$ cat config.mk
export PLATFORM = sky130hd
export DESIGN_NAME = mem_arbiter
export DESIGN_NICKNAME = d
export VERILOG_FILES = /design/src/rtl/mem_arbiter.sv
export SDC_FILE = /design/constraint.sdc
export NUM_CORES = 1
export LEC_CHECK = 0
export CAP_MARGIN = 20
export CORE_MARGIN = 3
export CORE_UTILIZATION = 40
export CTS_CLUSTER_SIZE = 20
export DETAILED_ROUTE_END_ITERATION = 8
export PLACE_DENSITY = 0.8
export RECOVER_POWER = 100
export SLEW_MARGIN = 5
export SYNTH_ARGS = -nofsm -noshare
export SYNTH_HDL_FRONTEND = slang
export SYNTH_SLANG_ARGS = --single-unit
$ cat constraint.sdc
create_clock -name clk -period 1.7 [get_ports clk]
set_input_delay 0.255 -clock clk [delete_from_list [all_inputs] [get_ports clk]]
set_output_delay 0.255 -clock clk [all_outputs]
set_load 0.01 [all_outputs]
$ cat src/rtl/mem_arbiter.sv
// Purpose: two-port round-robin arbiter in front of a single-port synchronous data memory.
// Latency: write ack 2 cycles, read data 3 cycles after the accepting edge.
// Backpressure: one transaction in flight; req*_ready is asserted only in IDLE, only to the winner.
//
// Ports:
//   clk, rst                 single clock, synchronous active-high reset
//   req{0,1}_valid/we/addr/wdata/ready   request handshake per port
//   rsp{0,1}_valid/rdata     one-cycle response pulse, read data held until next read
//   mem_addr/mem_we/mem_wdata/mem_rdata  registered memory interface, read data one cycle after addr
//   busy, grant_id           transaction in progress / owning port
module mem_arbiter #(
    parameter int DATA_WIDTH = 16,
    parameter int ADDR_WIDTH = 6
) (
    input  logic                  clk,
    input  logic                  rst,
    input  logic                  req0_valid,
    input  logic                  req0_we,
    input  logic [ADDR_WIDTH-1:0] req0_addr,
    input  logic [DATA_WIDTH-1:0] req0_wdata,
    output logic                  req0_ready,
    output logic                  rsp0_valid,
    output logic [DATA_WIDTH-1:0] rsp0_rdata,
    input  logic                  req1_valid,
    input  logic                  req1_we,
    input  logic [ADDR_WIDTH-1:0] req1_addr,
    input  logic [DATA_WIDTH-1:0] req1_wdata,
    output logic                  req1_ready,
    output logic                  rsp1_valid,
    output logic [DATA_WIDTH-1:0] rsp1_rdata,
    output logic [ADDR_WIDTH-1:0] mem_addr,
    output logic                  mem_we,
    output logic [DATA_WIDTH-1:0] mem_wdata,
    input  logic [DATA_WIDTH-1:0] mem_rdata,
    output logic                  busy,
    output logic                  grant_id
);

    typedef enum logic [1:0] {
        IDLE   = 2'd0,
        ACCESS = 2'd1,
        WAIT   = 2'd2,
        RESP   = 2'd3
    } state_t;

    state_t                state_q, state_d;
    logic                  last_gnt_q, last_gnt_d;
    logic                  grant_q, grant_d;
    logic [ADDR_WIDTH-1:0] mem_addr_q, mem_addr_d;
    logic                  mem_we_q, mem_we_d;
    logic [DATA_WIDTH-1:0] mem_wdata_q, mem_wdata_d;
    logic                  rsp0_valid_q, rsp0_valid_d;
    logic                  rsp1_valid_q, rsp1_valid_d;
    logic [DATA_WIDTH-1:0] rsp0_rdata_q, rsp0_rdata_d;
    logic [DATA_WIDTH-1:0] rsp1_rdata_q, rsp1_rdata_d;
    logic                  winner;

    always_comb begin
        // On a tie the port that did not win last time goes first; a lone
        // requester always wins.
        winner = (req0_valid && req1_valid) ? ~last_gnt_q : req1_valid;

        // Reset outranks any request presented in the same cycle.
        req0_ready = !rst && (state_q == IDLE) && req0_valid && !winner;
        req1_ready = !rst && (state_q == IDLE) && req1_valid && winner;

        state_d      = state_q;
        last_gnt_d   = last_gnt_q;
        grant_d      = grant_q;
        mem_addr_d   = mem_addr_q;
        mem_we_d     = 1'b0;        // write strobe lives for the ACCESS cycle only
        mem_wdata_d  = mem_wdata_q;
        rsp0_valid_d = 1'b0;
        rsp1_valid_d = 1'b0;
        rsp0_rdata_d = rsp0_rdata_q;
        rsp1_rdata_d = rsp1_rdata_q;

        case (state_q)
            IDLE: begin
                if (req0_valid || req1_valid) begin
                    grant_d     = winner;
                    last_gnt_d  = winner;
                    mem_addr_d  = winner ? req1_addr  : req0_addr;
                    mem_we_d    = winner ? req1_we    : req0_we;
                    mem_wdata_d = winner ? req1_wdata : req0_wdata;
                    state_d     = ACCESS;
                end
            end
            ACCESS: begin
                // mem_we_q still holds the latched request type here.
                if (mem_we_q) begin
                    rsp0_valid_d = !grant_q;
                    rsp1_valid_d = grant_q;
                    state_d      = RESP;
                end else begin
                    state_d = WAIT;
                end
            end
            WAIT: begin
                if (grant_q) begin
                    rsp1_rdata_d = mem_rdata;
                end else begin
                    rsp0_rdata_d = mem_rdata;
                end
                rsp0_valid_d = !grant_q;
                rsp1_valid_d = grant_q;
                state_d      = RESP;
            end
            RESP: begin
                state_d = IDLE;
            end
            default: begin
                state_d = IDLE;
            end
        endcase
    end

    always_ff @(posedge clk) begin
        if (rst) begin
            state_q      <= IDLE;
            last_gnt_q   <= 1'b1;
            grant_q      <= 1'b0;
            mem_addr_q   <= '0;
            mem_we_q     <= 1'b0;
            mem_wdata_q  <= '0;
            rsp0_valid_q <= 1'b0;
            rsp1_valid_q <= 1'b0;
            rsp0_rdata_q <= '0;
            rsp1_rdata_q <= '0;
        end else begin
            state_q      <= state_d;
            last_gnt_q   <= last_gnt_d;
            grant_q      <= grant_d;
            mem_addr_q   <= mem_addr_d;
            mem_we_q     <= mem_we_d;
            mem_wdata_q  <= mem_wdata_d;
            rsp0_valid_q <= rsp0_valid_d;
            rsp1_valid_q <= rsp1_valid_d;
            rsp0_rdata_q <= rsp0_rdata_d;
            rsp1_rdata_q <= rsp1_rdata_d;
        end
    end

    assign mem_addr   = mem_addr_q;
    assign mem_we     = mem_we_q;
    assign mem_wdata  = mem_wdata_q;
    assign rsp0_valid = rsp0_valid_q;
    assign rsp1_valid = rsp1_valid_q;
    assign rsp0_rdata = rsp0_rdata_q;
    assign rsp1_rdata = rsp1_rdata_q;
    assign busy       = (state_q != IDLE);
    assign grant_id   = grant_q;

endmodule

==> Implementation_results.wiki <==
{| class="wikitable"
! Metric !! Value
|-
| Clock network power share || between 20% and 30%
|-
| Mean routed wirelength per cell || between 10 and 15 um
|-
| Max rail drop VDD || 0.7615 mV
|-
| Post-Synthesis Cell Area || ~2600 sq um
|-
| GRT Resource Usage Total || approximately a fifth
|-
| Power Dens Cells || 1428 nW/um^2
|-
| Post-synthesis xor/xnor area fraction || 0%
|-
| CTS root buf || clkbuf_8
|-
| Remaining design rule violation count || 0
|-
| Number of synthesized flops with an enable pin || 0
|-
| Internal power summed over all cells || between 3000 and 4000 uW
|-
| Placeable core area || 6131 sq um
|-
| Transition time at the pin with the least slew margin || a little under 700 ps
|-
| Hold path depth || 4
|-
| Number of max-cap violations || 0
|-
| Cells traversed along the worst timing path || inv_1 > ha_4 > buf_4 > or3b_2 > mux2i_1 > nor2_1
|-
| Share of total power in combinational logic || roughly two fifths
|-
| Width of the die || between 80 and 90 um
|-
| Period minus WS final || ~1600 ps
|-
| Post-synthesis mux area share || less than 1%
|-
| Level count of the clock H-tree || 3
|-
| # IOs || between 100 and 150
|-
| Fin. Hold Viols || 0
|-
| Share of cells above drive strength 1 || roughly 14%
|-
| Final setup vio count || 0
|-
| Predominant post-synthesis flop cell || dfxtp_1
|-
| Average footprint of a synthesized cell || around 8.6 sq um
|-
| Maximum clock rate || a little over 600 MHz
|-
| Post-CTS clock slew at the launch and capture registers of the worst setup and hold paths || approximately 60 ps
|-
| Count of state elements after synthesis || between 60 and 70
|-
| Drt first-iter violations || 70
|-
| GRT Residual Overflow || 0
|-
| Flop pwr share || about a third
|-
| Path category of the worst min-delay check || in -> reg
|-
| Fraction of registers with async set/reset || 0%
|-
| Total half-perimeter wirelength after legalization and detailed placement || between 5000 and 6000 um
|-
| CP Data Required Time || about 1900 ps
|-
| Clock latency on the worst-skew pair || around 330 ps
|-
| Worst path arrival time || approximately 1800 ps
|-
| Total clock buffers created by CTS || 9
|-
| Share of the clock period used by the worst path after layout || 95.36%
|-
| Maximum number of pins on one net before global-route repair || 61
|-
| R2R Path End || state_q[1]$_SDFFE_PP0P_
|-
| Startpoint kind of the worst setup timing path || flip-flop
|-
| Routed Antenna Nets || 0
|-
| Outcome || completed
|-
| Vias per inst || approximately 5
|-
| Area fraction in compound gates after synthesis || between 20% and 30%
|-
| Post-synth top area share || a little under half
|-
| R2R depth || 6
|-
| Worst slew margin relative to its limit || 54.09%
|-
| Overall via count from detail_route || ~2600
|-
| Starting Density || 42.73%
|-
| First-pass GRT wire length || about 12000 um
|-
| CTS tree || built
|-
| Delay of the slowest critical-path stage || a little over 500 ps
|-
| Number of nets produced by synthesis || around 370
|-
| Gpl congestion || just under 0.8
|-
| Worst Hold Endpoint || mem_we$_SDFF_PP0_
|-
| Hold Buf Count CTS || 0
|-
| FF-to-FF Start || state_q[1]$_SDFFE_PP0P_
|-
| Area grow syn2layout || 58.83%
|-
| Biggest area consumer among synthesized cells || dfxtp_1
|-
| Top fanout value on the critical path || 5
|-
| Number of pins with negative max-slew slack in the final report || 0
|-
| Clock sink count || a little over 60
|-
| Max clock buf depth || 2
|-
| Die area || about 7600 sq um
|-
| Setup TNS || 0 ps
|-
| Vias in the first global route || around 2500
|-
| Adder and majority gate portion of the synthesized area || approximately 1.9%
|-
| Worst clock skew || 6.113 ps
|-
| WS Path Type || reg -> reg
|-
| Count of warnings emitted by yosys || 0
|-
| Leak pwr || 0.001695 uW
|-
| Port Buffer Count || approximately 130
|-
| Number of antenna violations at the first check in global routing || 1
|-
| Final wirelength || approximately 7400 um
|-
| Critical path's slowest cell || or3b_2
|-
| Portion of the post-synthesis area used by sequential elements || a little under half
|-
| Setup slack after placement || -229.8 ps
|-
| Setup slack of the most critical reg-to-reg path || between 70 and 80 ps
|-
| Cells after synthesis || ~300
|-
| Final critical-path setup slack || slightly below 80 ps
|-
| Total number of placement rows || 28
|-
| Die Ht || 86.93 um
|-
| Ranking of synthesized cells by area || dfxtp_1 (47%), nand2_1 (14%), a311oi_2 (9.7%), a21oi_1 (6.7%), nor2_1 (3.4%)
|-
| Category of the worst setup path capture point || flip-flop
|-
| Top-count cell post-synth || nand2_1
|-
| Synth Area in Simple Gates || 22.64%
|-
| Leading post-synthesis cells by instance count || nand2_1 (100), dfxtp_1 (61), a21oi_1 (35)
|-
| Worst Hold Launch || rst
|-
| DR pass1 iterations || 4
|-
| Library cells used by synthesis || 32
|-
| Fraction of power spent switching nets || approximately a third
|-
| Largest family of logic cells by synthesized area || simple AND/OR/NAND/NOR gates
|-
| P_sw || between 1500 and 2000 uW
|-
| Net count reported at finish || 503
|}
placed cells by master, fill, tap and decap left out, types with 4 or more instances in the layout:
| cell type | count |
|---|---|
| nand2_1 | 106 |
| clkdlybuf4s50_1 | 65 |
| dfxtp_1 | 60 |
| dlygate4sd3_1 | 57 |
| a21oi_1 | 35 |
| nor2_1 | 24 |
| buf_4 | 13 |
| a311oi_2 | 12 |
| a311oi_1 | 10 |
| clkbuf_8 | 10 |
| nand2_2 | 4 |
critical path, delay by kind of cell (launching register included):
family        cells  cell delay (ps)
buf+inv           2              230
flops             1              340
simple gates      2              570
mux               1              190
fa+ha+maj         1              160
flip-flops by register name, summed over array words and instances, names as in the netlist:
| signal | cells |
|---|---|
| rsp1_rdata | 16 |
| mem_wdata | 16 |
| rsp1_valid | 1 |
| grant_id | 1 |
| last_gnt_q | 1 |
| rsp0_valid | 1 |
| state_q | 2 |
| mem_we | 1 |
| rsp0_rdata | 16 |
| mem_addr | 6 |
metrics by stage:
step / util, % / power (uW) / cells / hold slack, ps / cell area, sq um
after floorplan: - / 3396 / 303 / 391.0 / 2620
after global placement: 64.16 / 4438 / 496 / 441.6 / 3934
after detailed placement: 64.16 / 4508 / 496 / 448.5 / 3934
after CTS: 68.47 / 6122 / 512 / 312.8 / 4198
after global routing: 67.88 / 6338 / 514 / 342.5 / 4161
final: 67.88 / 5943 / 514 / 334.4 / 4161
power by group through the flow:
stage	logic [uW]	registers, uW	clock network [uW]
2_1_floorplan	1280	2110	0
3_3_place_gp	2470	1970	0
3_5_place_dp	2520	1980	0
4_1_cts	2550	1960	1610
5_1_grt	2650	1990	1690
6_report	2420	1950	1580
cell families after synthesis:
kind of cell,after synthesis
multiplexers,1
flip-flops,61
buffers and inverters,28
adder cells (fa/ha/maj),4
AND/OR/NAND/NOR,143
AO/OA/AOI/OAI,66
layer usage:
layer | vias up | GRT usage, % | part of all wire, %
li1 | 1278 | - | -
met1 | 1156 | 22.67 | 40
met2 | 133 | 30.71 | 44
met3 | 14 | 10.03 | 13
met4 | 0 | 10.06 | 2.3
met5 | - | 0 | 0
how the worst max path moves through the flow:
| stage | start | endpoint | slack (ps) | depth (start not counted) |
|---|---|---|---|---|
| floorplan | state_q[0]$_SDFFE_PP0P_ | state_q[1]$_SDFFE_PP0P_ | 220 | 5 |
| global placement | req0_valid | req0_ready | -220 | 4 |
| detailed placement | req0_valid | req0_ready | -230 | 4 |
| CTS | state_q[1]$_SDFFE_PP0P_ | busy | -20 | 5 |
| global route | state_q[1]$_SDFFE_PP0P_ | state_q[0]$_SDFFE_PP0P_ | -10 | 6 |
| finish | state_q[1]$_SDFFE_PP0P_ | state_q[1]$_SDFFE_PP0P_ | 80 | 6 |
final cells by class:
| class | instances | area, sq um |
|---|---|---|
| flip-flops and latches | 61 | 1222 |
| well taps | 75 | 93.84 |
| clock inverters | 6 | 110.1 |
| diodes | 1 | 2.502 |
| clock buffers | 10 | 137.6 |
| multi-input cells | 214 | 1197 |
| inverters | 4 | 15.01 |
| repair buffers | 143 | 1383 |
| fillers | 504 | 1969 |
repair_timing:
action	in CTS	in global routing
setup endpoints to repair	19	7
setup buffers	0	1
gates resized for setup	10	6
pin swaps	0	0
Note: power is estimated with default switching activity, not from simulation.
